--- src/rtl/se_leak_monitor_pkg.sv ---
// se_leak_monitor_pkg: shared FSM state type and default sizing for the SE leak monitor
package se_leak_monitor_pkg;

    typedef enum logic [1:0] {
        IDLE = 2'd0,
        RUN  = 2'd1,
        DONE = 2'd2
    } state_t;

    localparam int DEF_RESULT_W = 128;
    localparam int DEF_CNT_W    = 16;
    localparam int DEF_TIMEOUT  = 1024;

endpackage

--- src/rtl/se_side_capture.sv ---
// se_side_capture: first-valid latency and result capture for one SE copy
module se_side_capture
    import se_leak_monitor_pkg::*;
#(
    parameter int RESULT_W = DEF_RESULT_W,
    parameter int CNT_W    = DEF_CNT_W
) (
    input  logic                clock,
    input  logic                reset,
    input  logic                clear,
    input  logic                run,
    input  logic                expire,
    input  logic                valid,
    input  logic [CNT_W-1:0]    cyc,
    input  logic [RESULT_W-1:0] result,
    output logic                captured,
    output logic [CNT_W-1:0]    latency,
    output logic [RESULT_W-1:0] stored
);

    // capture only the first valid of a transaction; a side still silent at expiry reads all-ones
    always_ff @(posedge clock or posedge reset) begin
        if (reset) begin
            captured <= 1'b0;
            latency  <= '0;
            stored   <= '0;
        end else if (clear) begin
            captured <= 1'b0;
            latency  <= '0;
            stored   <= '0;
        end else if (run && valid && !captured) begin
            captured <= 1'b1;
            latency  <= cyc;
            stored   <= result;
        end else if (expire && !captured) begin
            latency  <= '1;
        end
    end

endmodule

--- src/rtl/se_leak_monitor.sv ---
// se_leak_monitor: compares timing and results of two SE copies for one transaction
module se_leak_monitor
    import se_leak_monitor_pkg::*;
#(
    parameter int RESULT_W = DEF_RESULT_W,
    parameter int CNT_W    = DEF_CNT_W,
    parameter int TIMEOUT  = DEF_TIMEOUT
) (
    input  logic                clock,
    input  logic                reset,
    input  logic                in_fire,
    input  logic                validOne,
    input  logic                validTwo,
    input  logic [RESULT_W-1:0] resultOne,
    input  logic [RESULT_W-1:0] resultTwo,
    output logic                out_ready,
    output logic [CNT_W-1:0]    latencyOne,
    output logic [CNT_W-1:0]    latencyTwo,
    output logic [CNT_W-1:0]    skew,
    output logic                timingLeak,
    output logic                timingLeakDone,
    output logic                resultMismatch,
    output logic                timeout,
    output logic                bothValid,
    output logic                busy
);

    localparam logic [CNT_W-1:0] LAST = CNT_W'(TIMEOUT - 1);

    state_t              state, state_n;
    logic [CNT_W-1:0]    cyc;
    logic                start, run, done, expire, all_cap, cap_one, cap_two;
    logic [RESULT_W-1:0] res_one, res_two;
    logic [CNT_W-1:0]    skew_live, skew_q;
    logic                mis_live, mis_q, leak_q, tmo_q;

    assign start     = (state == IDLE) && in_fire;
    assign run       = (state == RUN);
    assign done      = (state == DONE);
    assign expire    = run && (cyc == LAST);
    assign all_cap   = (cap_one || validOne) && (cap_two || validTwo);
    assign bothValid = validOne & validTwo;

    se_side_capture #(.RESULT_W(RESULT_W), .CNT_W(CNT_W)) u_one (
        .clock(clock), .reset(reset), .clear(start), .run(run), .expire(expire),
        .valid(validOne), .cyc(cyc), .result(resultOne),
        .captured(cap_one), .latency(latencyOne), .stored(res_one)
    );

    se_side_capture #(.RESULT_W(RESULT_W), .CNT_W(CNT_W)) u_two (
        .clock(clock), .reset(reset), .clear(start), .run(run), .expire(expire),
        .valid(validTwo), .cyc(cyc), .result(resultTwo),
        .captured(cap_two), .latency(latencyTwo), .stored(res_two)
    );

    // state register
    always_ff @(posedge clock or posedge reset) begin
        if (reset) state <= IDLE;
        else       state <= state_n;
    end

    // next state: RUN ends once both sides report or the cycle budget is spent
    always_comb begin
        state_n = start ? RUN :
                  (run && (all_cap || expire)) ? DONE :
                  done ? IDLE : state;
    end

    // FSM outputs
    always_comb begin
        out_ready      = run;
        busy           = run;
        timingLeakDone = done;
    end

    // transaction cycle counter, saturating
    always_ff @(posedge clock or posedge reset) begin
        if (reset)                  cyc <= '0;
        else if (start)             cyc <= '0;
        else if (run && cyc != '1)  cyc <= cyc + 1'b1;
    end

    // verdict live in DONE from the final captures, held afterwards until the next transaction
    assign skew_live      = (latencyOne >= latencyTwo) ? latencyOne - latencyTwo : latencyTwo - latencyOne;
    assign mis_live       = !tmo_q && (res_one != res_two);
    assign skew           = done ? skew_live : skew_q;
    assign resultMismatch = done ? mis_live : mis_q;
    assign timingLeak     = leak_q;
    assign timeout        = tmo_q;

    // leak and timeout flags accumulate in RUN; DONE snapshots the verdict for holding
    always_ff @(posedge clock or posedge reset) begin
        if (reset) begin
            leak_q <= 1'b0;
            tmo_q  <= 1'b0;
            mis_q  <= 1'b0;
            skew_q <= '0;
        end else if (start) begin
            leak_q <= 1'b0;
            tmo_q  <= 1'b0;
            mis_q  <= 1'b0;
            skew_q <= '0;
        end else if (run) begin
            leak_q <= leak_q || ((validOne != validTwo) && !(cap_one && cap_two)) || (expire && !all_cap);
            tmo_q  <= tmo_q || (expire && !all_cap);
        end else if (done) begin
            mis_q  <= mis_live;
            skew_q <= skew_live;
        end
    end

endmodule

--- config.mk ---
export PLATFORM = sky130hd
export DESIGN_NAME = se_leak_monitor
export DESIGN_NICKNAME = d
export VERILOG_FILES = /design/src/rtl/se_leak_monitor_pkg.sv /design/src/rtl/se_side_capture.sv /design/src/rtl/se_leak_monitor.sv
export SDC_FILE = /design/constraint.sdc
export NUM_CORES = 1
export LEC_CHECK = 0
export BUFFER_PORTS_ARGS = -buffer_cell sky130_fd_sc_hd__buf_2
export CAP_MARGIN = 5
export CORE_MARGIN = 2
export CORE_UTILIZATION = 60
export CTS_CLUSTER_SIZE = 14
export DETAILED_ROUTE_END_ITERATION = 10
export GPL_ROUTABILITY_DRIVEN = 0
export PLACE_DENSITY_LB_ADDON = 0.08
export SKIP_CTS_REPAIR_TIMING = 1
export SLEW_MARGIN = 40
export SYNTH_ARGS = -nofsm -noshare
export SYNTH_HDL_FRONTEND = slang
export SYNTH_SLANG_ARGS = --single-unit
--- constraint.sdc ---
create_clock -name clock -period 28.7 [get_ports clock]
set_input_delay 2.87 -clock clock [delete_from_list [all_inputs] [get_ports clock]]
set_output_delay 2.87 -clock clock [all_outputs]
set_load 0.02 [all_outputs]
Yosys cells after proc, flatten, opt, wreduce, memory -nomap -nowiden:

Cells that the tools add are included.
Widths: inputs -> output; s select.

* add/sub/neg operators: 3
* $lt $le $gt $ge: 1
* equal/unequal tests: 7
* mux-type cells: 30
* bitwise logic cells: 1
* reductions and logical operators: 34

Operator list (number)
* $mux 128: 4
* $mux 16: 12
* $ne 128x128->1: 1
* $sub 16x16->16: 2
* $add 16x1->16 const B: 1
* $eq 16x10->1 const B: 1
* $ge 16x16->1: 1
* $ne 16x16->1 const B: 1
* $logic_and 1x1->1: 15
* $mux 1: 11
* $reduce_bool 3->1: 3
* $reduce_bool 2->1: 4
* $logic_or 1x1->1: 6
* $mux 2: 3
* $logic_not 1->1: 5
* $eq 2x1->1 const B: 1
* $eq 2x2->1 const B: 1
* $logic_not 2->1: 1
* $ne 2x2->1 const B: 1
* $and 1x1->1: 1
* $ne 1x1->1: 1

* register bits after elaboration: 327
* logic and storage cells: 88

Longest topological paths before layout:

* depth in word-level cells: 7
* gate-level depth with buffers: 12
* gate-level depth less buffers: 11

By module:

From an unflattened synthesis, not the netlist that was laid out.

* cells, all modules: 1981
* area, all modules: 19935.4 µm²

By module, submodules not included
* se_side_capture: times used 2, cells each 653, area an instance 7397.1 µm², sequential area each 3628.5 µm²
* se_leak_monitor: times used 1, cells each 675, area an instance 5141.2 µm², sequential area each 925.9 µm²

Least setup slack after synthesis:

OpenSTA, ideal clock, no wires.

* path type: register to output
* from: register u_one.latency[5]
* to: output port skew[10]
* arrival time: 3170 ps
* required time: 25830 ps
* path slack: 22660 ps
* cell stages (with the launch flop): 12
* path buffers: 1
* cell sequence: dfrtp_1 -> inv_1 -> ha_1 -> buf_6 -> and2_4 -> a221oi_4 -> a211oi_2 -> or4b_2 -> a32oi_1 -> o221ai_1 -> xnor2_1 -> o21ai_0

* cells in the longest elaborated chain, start to end: 3

Ends and longest elaborated chain
* start, declared: RTL line se_side_capture.sv:17 `output logic [CNT_W-1:0] latency,`
* start signal, assigned: RTL line se_side_capture.sv:33 `latency <= cyc;`
* $sub 16x16->16 or $ge 16x16->1 (tied branches): RTL line se_leak_monitor.sv:84 `assign skew_live = (latencyOne >= latencyTwo) ? latencyOne - latencyTwo : latencyTwo - latencyOne;`
* $mux 16 (*): RTL line se_leak_monitor.sv:84
* $mux 16 (*)
* end, declared: RTL line se_leak_monitor.sv:19 `output logic [CNT_W-1:0] skew,`

Mark *: on every way between the ends. The rest lies on a longest branch, timed or not.

Worst setup path after layout:

Same ends and word-level chain as after synthesis.

==> metrics.log <==
INFO  metric floorplan.rows = 58
INFO  metric tritoncts_clock_tree = built
INFO  metric dp_hpwl = 31790 um
INFO  metric syn-cell-area = 15420 sq um
INFO  metric grt_pass1_vias = 12260
INFO  metric synthDistinctLibCells = 59
INFO  metric drc = 0
INFO  metric timing.setup.tns = 0 ps
INFO  metric setup_viol_count_final = 0
INFO  metric async_set_or_reset_flop_fraction_in_the_synthesized_netlist = 1.000
INFO  metric drive_gt1_frac = 0.2421
INFO  metric clock-skew-final = 8.965 ps
INFO  metric yosys_warnings = 0
INFO  metric number_of_standard_cells_after_synthesis = 1516
INFO  metric grt_setup_unrepaired = false
INFO  metric fmax = 0.1507 GHz
INFO  metric flow.area_growth_from_synthesis = 19.27%
INFO  metric most_common_cell_after_layout_fill_and_taps_aside = sky130_fd_sc_hd__dfrtp_1
INFO  metric grt.total_usage = 0.3369
INFO  metric final-instance-count-excl-fill = 2149
INFO  metric fin_total_pwr = 2.379 mW
INFO  metric clkLatencyLatePin = 510 ps
INFO  metric cp_num_buf_inv = 3
INFO  metric static-leakage-power = 9.932 nW
INFO  metric timing.final.crit_share = 0.2312
INFO  metric cell_count_after_placement = 2076
INFO  metric dieWidth = 164.3 um
INFO  metric post_detailed_route_via_to_cell_ratio = 5.980
INFO  metric htreeDepth = 2
INFO  metric criticalPathCategory = flop to primary output
INFO  metric cts_sinks = 327
INFO  metric most-common-layout-cells = 327 x sky130_fd_sc_hd__dfrtp_1, 315 x sky130_fd_sc_hd__buf_2, 310 x sky130_fd_sc_hd__nand2_1
INFO  metric worst_ep_required_time = 25830 ps
INFO  metric synth_top_cells_by_area = sky130_fd_sc_hd__dfrtp_1 53%, sky130_fd_sc_hd__nand2_1 7.6%, sky130_fd_sc_hd__a22o_1 7.4%
INFO  metric initialDrtViolationCount = 1460
INFO  metric wire_per_inst = 21.11 um
INFO  metric worstHoldPathType = flop to flop
INFO  metric report.final.slew_viol_count = 0
INFO  metric number_of_antenna_violations_at_the_first_check_in_global_routing = 17
INFO  metric maxCapViolCount = 0
INFO  metric synth-seq-cells = 327
INFO  metric slew-limit-headroom = 0.4336
INFO  metric final.min_clock_period = 6636 ps
INFO  metric synth_seq_area_share = 0.5305
INFO  metric total_congestion_overflow_after_global_routing = 0
INFO  metric cell_at_the_root_of_the_clock_tree = sky130_fd_sc_hd__clkbuf_16
INFO  metric clk_pin_slew = 60 ps
INFO  metric cts_made_buffers = 35
INFO  metric worst_path_largest_cell_delay = 590 ps
INFO  metric drtAntennaViolNets = 0
INFO  metric coreArea = 25180 sq um
INFO  metric outcome = finished clean
INFO  metric report.final.hold_viol_count = 0
INFO  metric die_area = 27010 sq um
INFO  metric synthDominantCellAreaShare = 0.5305
INFO  metric routed_wl = 45370 um
INFO  metric cts-root-to-sink-buffers = 3
INFO  metric irDropWorstVdd = 93.23 uV
INFO  metric post-route-util = 0.7305
INFO  metric cp_cell_sequence = inv_1 > ha_1 > and2_4 > a221oi_4 > a211oi_2 > nor3_1 > buf_4 > mux2i_1 > o221ai_1 > xnor2_1 > o21ai_0 > buf_2
INFO  metric num-nets-final = 2080
INFO  metric io_buffer_count = 315
INFO  metric synth_largest_area_cell = sky130_fd_sc_hd__dfrtp_1
INFO  metric worstSetupEndpointType = primary output
INFO  metric grt_max_degree = 134
INFO  metric floorplan.io_pins = 316
INFO  metric postSynthAreaPerCell = 10.17 sq um
INFO  metric setup.worst_path.start_class = flop
INFO  metric global_route_wire_length_before_repair = 69450 um
INFO  metric critical_path_peak_fanout = 8
INFO  metric initial_core_util = 0.6125
INFO  metric placement.cell_area = 17240 sq um
INFO  metric crit_path_top_delay_cell = sky130_fd_sc_hd__nor3_1
INFO  metric via_count = 12850
INFO  metric p_per_area = 129.3 nW/um^2
INFO  metric synth_enable_flop_cells = 0
INFO  metric worst_slew_pin_slew = 841.9 ps
INFO  metric finalInstanceArea = 18400 sq um
INFO  metric synth-main-ff-cell = sky130_fd_sc_hd__dfrtp_1
INFO  metric detailedRoute.firstPassIterationCount = 8
INFO  metric cpLargestDelayFamily = simple AND/OR/NAND/NOR gates
INFO  metric arrival = 3770 ps
INFO  metric syn_nets = 1812
INFO  metric die_h = 164.3 um
[final timing paths]
kind,start,slack [ps],cells past startpoint,endpoint
worst max-delay path,u_one.latency[5],22060,12,skew[10]
worst min-delay path,skew_q[6],480,1,skew_q[6]
worst max register to register,u_one.latency[5],25520,11,skew_q[10]
worst min register to register,skew_q[6],480,1,skew_q[6]
max in group asynchronous,reset,24460,4,u_one.stored[104]
min in group asynchronous,reset,2440,2,u_one.stored[111]
[worst reg2reg max path, stage by stage, from the launching register on]
cell and delay, ps:
sky130_fd_sc_hd__dfrtp_1 400, sky130_fd_sc_hd__inv_1 60, sky130_fd_sc_hd__ha_1 430, sky130_fd_sc_hd__and2_4 210
sky130_fd_sc_hd__a221oi_4 280, sky130_fd_sc_hd__a211oi_2 150, sky130_fd_sc_hd__nor3_1 590, sky130_fd_sc_hd__buf_4 280
sky130_fd_sc_hd__mux2i_1 210, sky130_fd_sc_hd__o221ai_1 150, sky130_fd_sc_hd__xnor2_1 200, sky130_fd_sc_hd__o21ai_0 90
[Yosys cell counts, drive strengths merged, types with 29 or more instances]
cell    number
clkbuf      80
nand3      128
o21ai       31
o221a       30
nor4        30
nor2        37
xor2       117
a22o       130
dfrtp      327
nand2      311
a21oi       29
ha          33
inv         49
[area by class of cell]
type | count | area (sq um)
antenna | 14 | 35.03
clock buffer | 51 | 1036
clock inverter | 7 | 70.07
fill | 1895 | 6785
inverter | 50 | 200.2
multi-input combinational | 1039 | 6693
sequential | 327 | 8183
tap | 330 | 412.9
timing repair buffer | 331 | 1767
[registers in the layout (all words and copies together) (netlist names), 2 cells and up]
| signal | count |
|---|---|
| u_two.latency | 16 |
| u_one.stored | 128 |
| u_two.stored | 128 |
| cyc | 16 |
| skew_q | 16 |
| state | 2 |
| u_one.latency | 16 |
[metal layers]
layer  wire, um  track usage
met5         86            0
met4       1552       0.1228
met3       4672      0.08611
met2      20130       0.4905
met1      18930       0.4897
[report_power, final]
group | leakage [nW] | switching [mW] | internal [mW]
Clock | 0.545 | 0.179 | 0.259
Sequential | 4.32 | 0.159 | 0.662
Combinational | 5.07 | 0.672 | 0.449
Total | 9.93 | 1.01 | 1.37
[kinds of logic after synthesis]
group           share of synthesized area
flops                              0.5305
fa+ha+maj                         0.02936
simple gates                       0.1626
xor+xnor                          0.08120
mux                              0.009815
compound gates                     0.1481
buf+inv                           0.03845
[stage by stage]
step | setup WS (ps) | hold WS, ps
6_report | 22060 | 478.6
2_1_floorplan | 16780 | 445.8
5_1_grt | 21880 | 500.3
4_1_cts | 22100 | 479.2
3_3_place_gp | 22510 | 458.1
3_5_place_dp | 22490 | 463.0
Power figures use the tool's default switching activity.
